### src/rtl/oam_update_ctrl.sv
// OAM write-side controller: queues sprite commands and applies them to OAM RAM during vblank.
// Optional build macro OAM_CLAMP_EN: MOVE saturates at screen bounds instead of wrapping.
module oam_update_ctrl #(
   parameter int unsigned OAM_DEPTH  = 8,
   parameter int unsigned ADDR_W     = 3,
   parameter int unsigned FIFO_DEPTH = 4,
   parameter int unsigned SCREEN_W   = 640,
   parameter int unsigned SCREEN_H   = 480,
   parameter int unsigned TILE       = 32,
   parameter int unsigned STEP       = 1
) (
   input  logic              clk,
   input  logic              rst,
   input  logic              vblank,
   input  logic              cmd_valid,
   output logic              cmd_ready,
   input  logic [1:0]        cmd_op,
   input  logic [ADDR_W-1:0] cmd_idx,
   input  logic [30:0]       cmd_arg,
   output logic [ADDR_W-1:0] oam_raddr,
   input  logic [31:0]       oam_rdata,
   output logic              oam_we,
   output logic [ADDR_W-1:0] oam_waddr,
   output logic [31:0]       oam_wdata,
   output logic              busy
);

   localparam int unsigned PTR_W = $clog2(FIFO_DEPTH);
   localparam logic [10:0] STEP11 = 11'(STEP);
`ifdef OAM_CLAMP_EN
   localparam logic [10:0] X_MAX = 11'(SCREEN_W - TILE);
   localparam logic [10:0] Y_MAX = 11'(SCREEN_H - TILE);
`endif

   localparam logic [1:0] OP_WRITE = 2'b00;
   localparam logic [1:0] OP_MOVE  = 2'b01;
   localparam logic [1:0] OP_EN    = 2'b10;
   localparam logic [1:0] OP_CLEAR = 2'b11;

   typedef struct packed {
      logic [1:0]        op;
      logic [ADDR_W-1:0] idx;
      logic [30:0]       arg;
   } cmd_t;

   typedef enum logic [2:0] {StIdle, StRead, StModify, StWrite, StClear} state_e;

   cmd_t              fifo_mem [FIFO_DEPTH];
   logic [PTR_W:0]    wr_ptr_q, rd_ptr_q;
   logic              full, empty, push, pop;
   cmd_t              head;

   state_e            state_q, state_d;
   logic [1:0]        op_q;
   logic [ADDR_W-1:0] idx_q;
   logic [1:0]        arg_q;
   logic [ADDR_W-1:0] raddr_q, raddr_d, waddr_q, waddr_d;
   logic [31:0]       wdata_q, wdata_d;
   logic [31:0]       mod_word;
   logic [10:0]       pos, pos_new;

   assign empty     = (wr_ptr_q == rd_ptr_q);
   assign full      = (wr_ptr_q[PTR_W] != rd_ptr_q[PTR_W]) &&
                      (wr_ptr_q[PTR_W-1:0] == rd_ptr_q[PTR_W-1:0]);
   assign cmd_ready = !full;
   assign push      = cmd_valid && !full;
   assign pop       = (state_q == StIdle) && vblank && !empty;
   assign head      = fifo_mem[rd_ptr_q[PTR_W-1:0]];

   assign oam_raddr = raddr_q;
   assign oam_waddr = waddr_q;
   assign oam_wdata = wdata_q;
   assign oam_we    = (state_q == StWrite) || (state_q == StClear);
   assign busy      = (state_q != StIdle) || !empty;

   always_ff @(posedge clk) begin
      if (push) fifo_mem[wr_ptr_q[PTR_W-1:0]] <= '{op: cmd_op, idx: cmd_idx, arg: cmd_arg};
   end

   always_ff @(posedge clk) begin
      if (rst) begin
         wr_ptr_q <= '0;
         rd_ptr_q <= '0;
         state_q  <= StIdle;
         op_q     <= '0;
         idx_q    <= '0;
         arg_q    <= '0;
         raddr_q  <= '0;
         waddr_q  <= '0;
         wdata_q  <= '0;
      end else begin
         state_q <= state_d;
         raddr_q <= raddr_d;
         waddr_q <= waddr_d;
         wdata_q <= wdata_d;
         if (push) wr_ptr_q <= wr_ptr_q + (PTR_W + 1)'(1);
         if (pop) begin
            rd_ptr_q <= rd_ptr_q + (PTR_W + 1)'(1);
            op_q     <= head.op;
            idx_q    <= head.idx;
            arg_q    <= head.arg[1:0];
         end
      end
   end

   // Read-modify-write datapath; position math is 11 bits so under/overflow is visible.
   always_comb begin
      mod_word     = oam_rdata;
      mod_word[31] = 1'b0;
      pos          = arg_q[1] ? {1'b0, oam_rdata[27:18]} : {1'b0, oam_rdata[17:8]};
      pos_new      = arg_q[0] ? pos + STEP11 : pos - STEP11;
`ifdef OAM_CLAMP_EN
      if (arg_q[0] ? (pos_new > (arg_q[1] ? X_MAX : Y_MAX)) : (pos < STEP11)) pos_new = pos;
`endif
      if (op_q == OP_EN) begin
         mod_word[28] = arg_q[0];
      end else begin
         mod_word[7:6] = arg_q;
         mod_word[2:0] = {1'b0, arg_q};
         if (arg_q[1]) mod_word[27:18] = pos_new[9:0];
         else          mod_word[17:8]  = pos_new[9:0];
      end
   end

   always_comb begin
      state_d = state_q;
      raddr_d = raddr_q;
      waddr_d = waddr_q;
      wdata_d = wdata_q;
      unique case (state_q)
         StIdle: begin
            if (pop) begin
               unique case (head.op)
                  OP_WRITE: begin
                     state_d = StWrite;
                     waddr_d = head.idx;
                     wdata_d = {1'b0, head.arg};
                  end
                  OP_MOVE, OP_EN: begin
                     state_d = StRead;
                     raddr_d = head.idx;
                  end
                  OP_CLEAR: begin
                     state_d = StClear;
                     waddr_d = '0;
                     wdata_d = '0;
                  end
                  default: state_d = StIdle;
               endcase
            end
         end
         StRead:   state_d = StModify;
         StModify: begin
            state_d = StWrite;
            waddr_d = idx_q;
            wdata_d = mod_word;
         end
         StWrite:  state_d = StIdle;
         // Runs to the last entry regardless of vblank.
         StClear: begin
            if (waddr_q == ADDR_W'(OAM_DEPTH - 1)) state_d = StIdle;
            else                                   waddr_d = waddr_q + ADDR_W'(1);
         end
         default:  state_d = StIdle;
      endcase
   end

endmodule

### config.mk
export PLATFORM = sky130hd
export DESIGN_NAME = oam_update_ctrl
export DESIGN_NICKNAME = d
export VERILOG_FILES = /design/src/rtl/oam_update_ctrl.sv
export SDC_FILE = /design/constraint.sdc
export NUM_CORES = 1
export LEC_CHECK = 0
export BUFFER_PORTS_ARGS = -buffer_cell sky130_fd_sc_hd__buf_2
export CAP_MARGIN = 20
export CORE_UTILIZATION = 55
export DETAILED_ROUTE_END_ITERATION = 10
export GPL_TIMING_DRIVEN = 0
export PLACE_DENSITY = 0.77
export SYNTH_ARGS = -nofsm -noshare
export SYNTH_HDL_FRONTEND = slang
export SYNTH_SLANG_ARGS = --single-unit
### constraint.sdc
create_clock -name clk -period 4.65 [get_ports clk]
set_input_delay 0.93 -clock clk [delete_from_list [all_inputs] [get_ports clk]]
set_output_delay 0.93 -clock clk [all_outputs]
set_load 0.02 [all_outputs]
== Word-level counts from Yosys, hierarchy flattened ==
Memory sizes are Yosys's and may differ from the RTL's. A register that Yosys moved wholly into a read port is not among the register bits.
Index checks and enable logic that the tools add are counted.

* Add/sub/neg operators: 5
* Eq/ne operators: 16
* Multiplexer cells: 22
* Reduce and logical (&&, ||, !) cells: 18

{| class="wikitable"
|+ Operators with widths
! operator !! number
|-
| case mux 32 bit (2 select lines) || 2
|-
| 2-to-1 mux 10 bit || 4
|-
| 2-to-1 mux 32 bit || 1
|-
| 2-to-1 mux 22 bit || 1
|-
| case mux 3 bit (3 select lines) || 2
|-
| 2-to-1 mux 3 bit || 5
|-
| case mux 3 bit (4 select lines) || 1
|-
| adder 10 x 1 -> 10 bit, second input constant || 1
|-
| subtractor 10 x 1 -> 10 bit, second input constant || 1
|-
| adder 3 x 1 -> 3 bit, second input constant || 3
|-
| == test 2 bit, second input constant || 3
|-
| == test 3 x 2 -> 1 bit, second input constant || 2
|-
| == test 3 bit, second input constant || 2
|-
| case mux 3 bit (2 select lines) || 1
|-
| AND reduction 3 bit || 2
|-
| nonzero test 3 bit || 2
|-
| logical AND 1 bit || 4
|-
| 2-to-1 mux 2 bit || 2
|-
| != test 2 bit, second input constant || 2
|-
| AND reduction 4 bit || 1
|-
| == test 3 x 1 -> 1 bit, second input constant || 1
|-
| == test 3 bit || 1
|-
| logical NOT 3 bit || 1
|-
| 2-to-1 mux 1 bit || 3
|-
| 11 further kinds || 13
|}

* Register bits: 54
* Bits in writable memories: 144
* Bits of input ports: 72
* Output and inout port bits: 41
* Logic and storage cells: 71
* Memories: 1

{| class="wikitable"
|+ Memory list
! memory !! words !! width !! read ports !! clocked after memory_dff !! write ports !! line !! text
|-
| fifo_mem || 4 || 36 || 1 || 1 || 1 || 48 || <nowiki>cmd_t fifo_mem [FIFO_DEPTH];</nowiki>
|}

== Longest topological paths before layout ==
* Word-level depth: 6
* Mapped depth: 12

== Worst setup path before layout ==
No wires, ideal clock.

* Path type: input to register
* From: in oam_rdata[22]
* To: reg wdata_q[27], in the netlist oam_wdata[27]
* Data arrival time: 2.745 ns
* Data required time: 4.575 ns
* Slack: 1.830 ns
* Cell stages on the path: 7
* Buffers on the path: 0
* Path through: mux2_2 > ha_1 > a21oi_1 > o221ai_4 > a311oi_2 > mux2_1 > o22ai_1

* Cells in the longest elaborated chain, start to end: 6

{| class="wikitable"
|+ RTL lines
! element !! line !! text
|-
| from (decl) || 21 || <nowiki>input logic [31:0] oam_rdata,</nowiki>
|-
| 2-to-1 mux 10 bit (*) || 110 || <nowiki>pos = arg_q[1] ? {1'b0, oam_rdata[27:18]} : {1'b0, oam_rdata[17:8]};</nowiki>
|-
| subtractor 10 x 1 -> 10 bit / adder 10 x 1 -> 10 bit (equally long branches) || 111 || <nowiki>pos_new = arg_q[0] ? pos + STEP11 : pos - STEP11;</nowiki>
|-
| 2-to-1 mux 10 bit (*) || 111 ||
|-
| 2-to-1 mux 10 bit (*) || 120 || <nowiki>if (arg_q[1]) mod_word[27:18] = pos_new[9:0];</nowiki>
|-
| 2-to-1 mux 22 bit (*) || 115 || <nowiki>if (op_q == OP_EN) begin</nowiki>
|-
| case mux 32 bit (2 select lines) (*) || 130 || <nowiki>unique case (state_q)</nowiki>
|-
| to (signal assigned) || 95 || <nowiki>wdata_q <= wdata_d;</nowiki>
|-
| to (decl) || 58 || <nowiki>logic [31:0] wdata_q, wdata_d;</nowiki>
|}

Mark *: on every way between the ends. The rest lies on a longest branch, timed or not.
A chain may end at the register's enable or synchronous reset.

== Worst setup path after layout ==
* From: reg arg_q[1]
* To: reg wdata_q[27], in the netlist oam_wdata[27]

* Cells in the longest elaborated chain, start to end: 6

{| class="wikitable"
|+ RTL lines
! element !! line !! text
|-
| from (decl) || 56 || <nowiki>logic [1:0] arg_q;</nowiki>
|-
| from (signal assigned) || 101 || <nowiki>arg_q <= head.arg[1:0];</nowiki>
|-
| 2-to-1 mux 10 bit || 110 ||
|-
| subtractor 10 x 1 -> 10 bit / adder 10 x 1 -> 10 bit (equally long branches) || 111 ||
|-
| 2-to-1 mux 10 bit || 111 ||
|-
| 2-to-1 mux 10 bit (*) || 120 ||
|-
| 2-to-1 mux 22 bit (*) || 115 ||
|-
| case mux 32 bit (2 select lines) (*) || 130 ||
|}

Marks and branches as above.

==> flow_metrics.env <==
export IMPL_status="finished, final reports clean"
export IMPL_clkTransAtPathRegs_ns=0.07
export IMPL_vias=5793
export IMPL_cts_made_buffers=17
export IMPL_syn_area_per_cell_um2=14.50
export IMPL_core_um2=15260
export IMPL_grt_pass1_vias=5702
export IMPL_cp_max_fo=10
export IMPL_fin_area_um2=10120
export IMPL_drive_above_1_share_pct=32.16
export IMPL_rsz0062_at_grt="no"
export IMPL_overflow=0
export IMPL_fillers=1060
export IMPL_arrival_ns=3.79
export IMPL_insertedDiodeCount=0
export IMPL_p_comb_share_pct=35.4
export IMPL_grt_antenna_before_repair=1
export IMPL_clock_path_buffers=2
export IMPL_synthFlopType="edfxtp_1"
export IMPL_gp_congestion=0.9193
export IMPL_netSwitchingFraction_pct=36.28
export IMPL_dpl_cell_area_um2=9538
export IMPL_finalCriticalPeriod_ns=3.423
export IMPL_seq_area_frac_synth_pct=62.97
export IMPL_fin_skew_ns=0.01558
export IMPL_crit_path_end_kind="flip-flop"
export IMPL_synth_edff_count=144
export IMPL_ant_nets=0
export IMPL_die_area_um2=16170
export IMPL_layout_common_cells="144 x edfxtp_1, 125 x buf_2, 55 x dfxtp_1"
export IMPL_cts_setup_buffers=0
export IMPL_top_level_ports=113
export IMPL_fmax_mhz=292.1
export IMPL_worstPathRequired_ns=5.01
export IMPL_synthArstFlopShare_pct=0
export IMPL_setup_viol=0
export IMPL_cts_tree="done"
export IMPL_period_share_pct=73.61
export IMPL_power_w=0.005683
export IMPL_io_buffers=110
export IMPL_vias_per_cell=6.091
export IMPL_place_detailed_hpwl_um=15440
export IMPL_layout_commonest_cell="edfxtp_1"
export IMPL_fp_dieH_um=127.2
export IMPL_routed_wl_um=21000
export IMPL_start_util_pct=56.47
export IMPL_total_leakage_power_nw=3.606
export IMPL_area_growth_synth_to_final_pct=17.44
export IMPL_ys_seq_elements=199
export IMPL_startpoint_type="flip-flop"
export IMPL_synth_warnings=0
export IMPL_routedWlPerCell_um=22.08
export IMPL_grt_pass1_wl_um=32320
export IMPL_final_cells=951
export IMPL_dieWidth_um=127.2
export IMPL_drt_pass1_iter_count=5
export IMPL_post_place_cells=919
export IMPL_switchingPower_w=0.002062
export IMPL_clockPowerShare_pct=24.9
export IMPL_syn_inst=594
export IMPL_max_slew_margin_rel_pct=32.40
export IMPL_syn_nets=685
export IMPL_cts_sinks=199
export IMPL_pwr_density_cell_nw_per_um2=561.7
export IMPL_netlist_top_cells_area="edfxtp_1 50%, dfxtp_1 13%, mux4_2 9.4%"
export IMPL_setup_tns_final_ns=0
export IMPL_r2r_slack_ns=1.23
export IMPL_finalMaxSlewViolations=0
export IMPL_critical_path_class="flip-flop to flip-flop"
export IMPL_post_route_util_pct=66.31
export IMPL_ir_drop_mv=0.2684
export IMPL_hp_class="flip-flop to flip-flop"
export IMPL_htree_levels=4
export IMPL_ctsHoldBuffers=0
export IMPL_cap_violations=0
export IMPL_rows=45
export IMPL_seqPwrFrac_pct=39.7
export IMPL_ys_types=67
export IMPL_drt_iter0_drc=496
export IMPL_ctsResizeCount=0
export IMPL_insertion_delay_ns=0.44
export IMPL_yosysTopAreaCell="edfxtp_1"
export IMPL_hold_violations=0
export IMPL_worst_slew_pin_slew_ns=0.9983
export IMPL_drc_errors=0
export IMPL_p_int_w=0.003622
export IMPL_netlist_area_um2=8616
export IMPL_root_buffer="clkbuf_16"
export IMPL_synth_top_area_share_pct=50.19
export IMPL_num_nets_final=818
export IMPL_grt_usage_pct=27.37
export IMPL_grt_start_max_net_pins=25
## critical path, cell delays in order (launching register included)
cell,delay [ns]
dfxtp_1,0.33
buf_6,0.15
clkbuf_1,0.54
mux2_2,0.45
ha_1,0.36
a21oi_1,0.37
o221ai_4,0.19
a311oi_2,0.47
mux2_1,0.37
o22ai_1,0.12
## flip-flops by register name, indices dropped and copies added, names as in the netlist, named ones only
| name | count |
|---|---|
| rd_ptr_q | 3 |
| oam_waddr | 3 |
| fifo_mem | 144 |
| idx_q | 3 |
| state_q | 3 |
| wr_ptr_q | 3 |
| arg_q | 2 |
| op_q | 2 |
| oam_raddr | 3 |
| oam_wdata | 31 |
## cell type report
type | count | area (µm²) | area share, %
flip-flops and latches | 199 | 5425 | 53.62
inverters | 10 | 37.54 | 0.3710
plain buffers | 35 | 177.7 | 1.756
clock inverters | 15 | 155.1 | 1.533
multi-input cells | 350 | 2980 | 29.45
clock buffers | 17 | 425.4 | 4.204
well taps | 211 | 264.0 | 2.609
repair buffers | 114 | 653.1 | 6.455
## cell families after synthesis
kind of cell             synth area share (%)
buffers and inverters                   2.498
XOR/XNOR                                1.830
adder cells (fa/ha/maj)                 2.846
other                                 0.04352
AND/OR/NAND/NOR                         8.351
flip-flops                              62.97
AO/OA/AOI/OAI                           9.846
multiplexers                            11.62
## per-layer routing
layer	GRT usage [%]	wire length, µm
met1	35.54	8784
met3	6.030	1354
met2	45.15	10340
met4	10.92	510
met5	0	8
## cells in the mapped netlist (all sizes together) (3+ instances only)
master	number
xor2	8
nand2b	4
a22oi	7
mux2	13
a32oi	3
a21oi	27
o21ai	12
mux4	36
a311oi	10
o22ai	3
a211oi	12
a31oi	4
dfxtp	55
nor2	49
and2	9
buf	21
mux2i	4
nor3b	3
inv	10
clkbuf	14
nor2b	3
nand4	3
ha	18
nand3	11
a221oi	15
nand2	35
xnor2	10
edfxtp	144
o221ai	3
nor3	20
## final timing paths
kind              cells past startpoint    startpoint            end
hold reg to reg                       2  oam_raddr[1]   oam_raddr[1]
setup reg to reg                      9      arg_q[1]  oam_wdata[27]
setup / recovery                      9      arg_q[1]  oam_wdata[27]
hold / removal                        2  oam_raddr[1]   oam_raddr[1]
## power by group through the flow
stage	clock network (W)	registers (W)	logic [W]
detailed placement	0	0.00229	0.00199
global route	0.00149	0.00227	0.00218
global placement	0	0.00228	0.00193
CTS	0.00143	0.00225	0.00200
finish	0.00142	0.00225	0.00201
floorplan	0	0.00241	0.00124
## metrics by stage
step	worst slack (ns)	hold WS, ns
after floorplan	1.830	0.4366
after global placement	1.314	0.4449
after detailed placement	1.242	0.4539
after CTS	1.213	0.4656
after global routing	1.062	0.4894
final	1.227	0.4669
(Power assumes the default switching activity.)
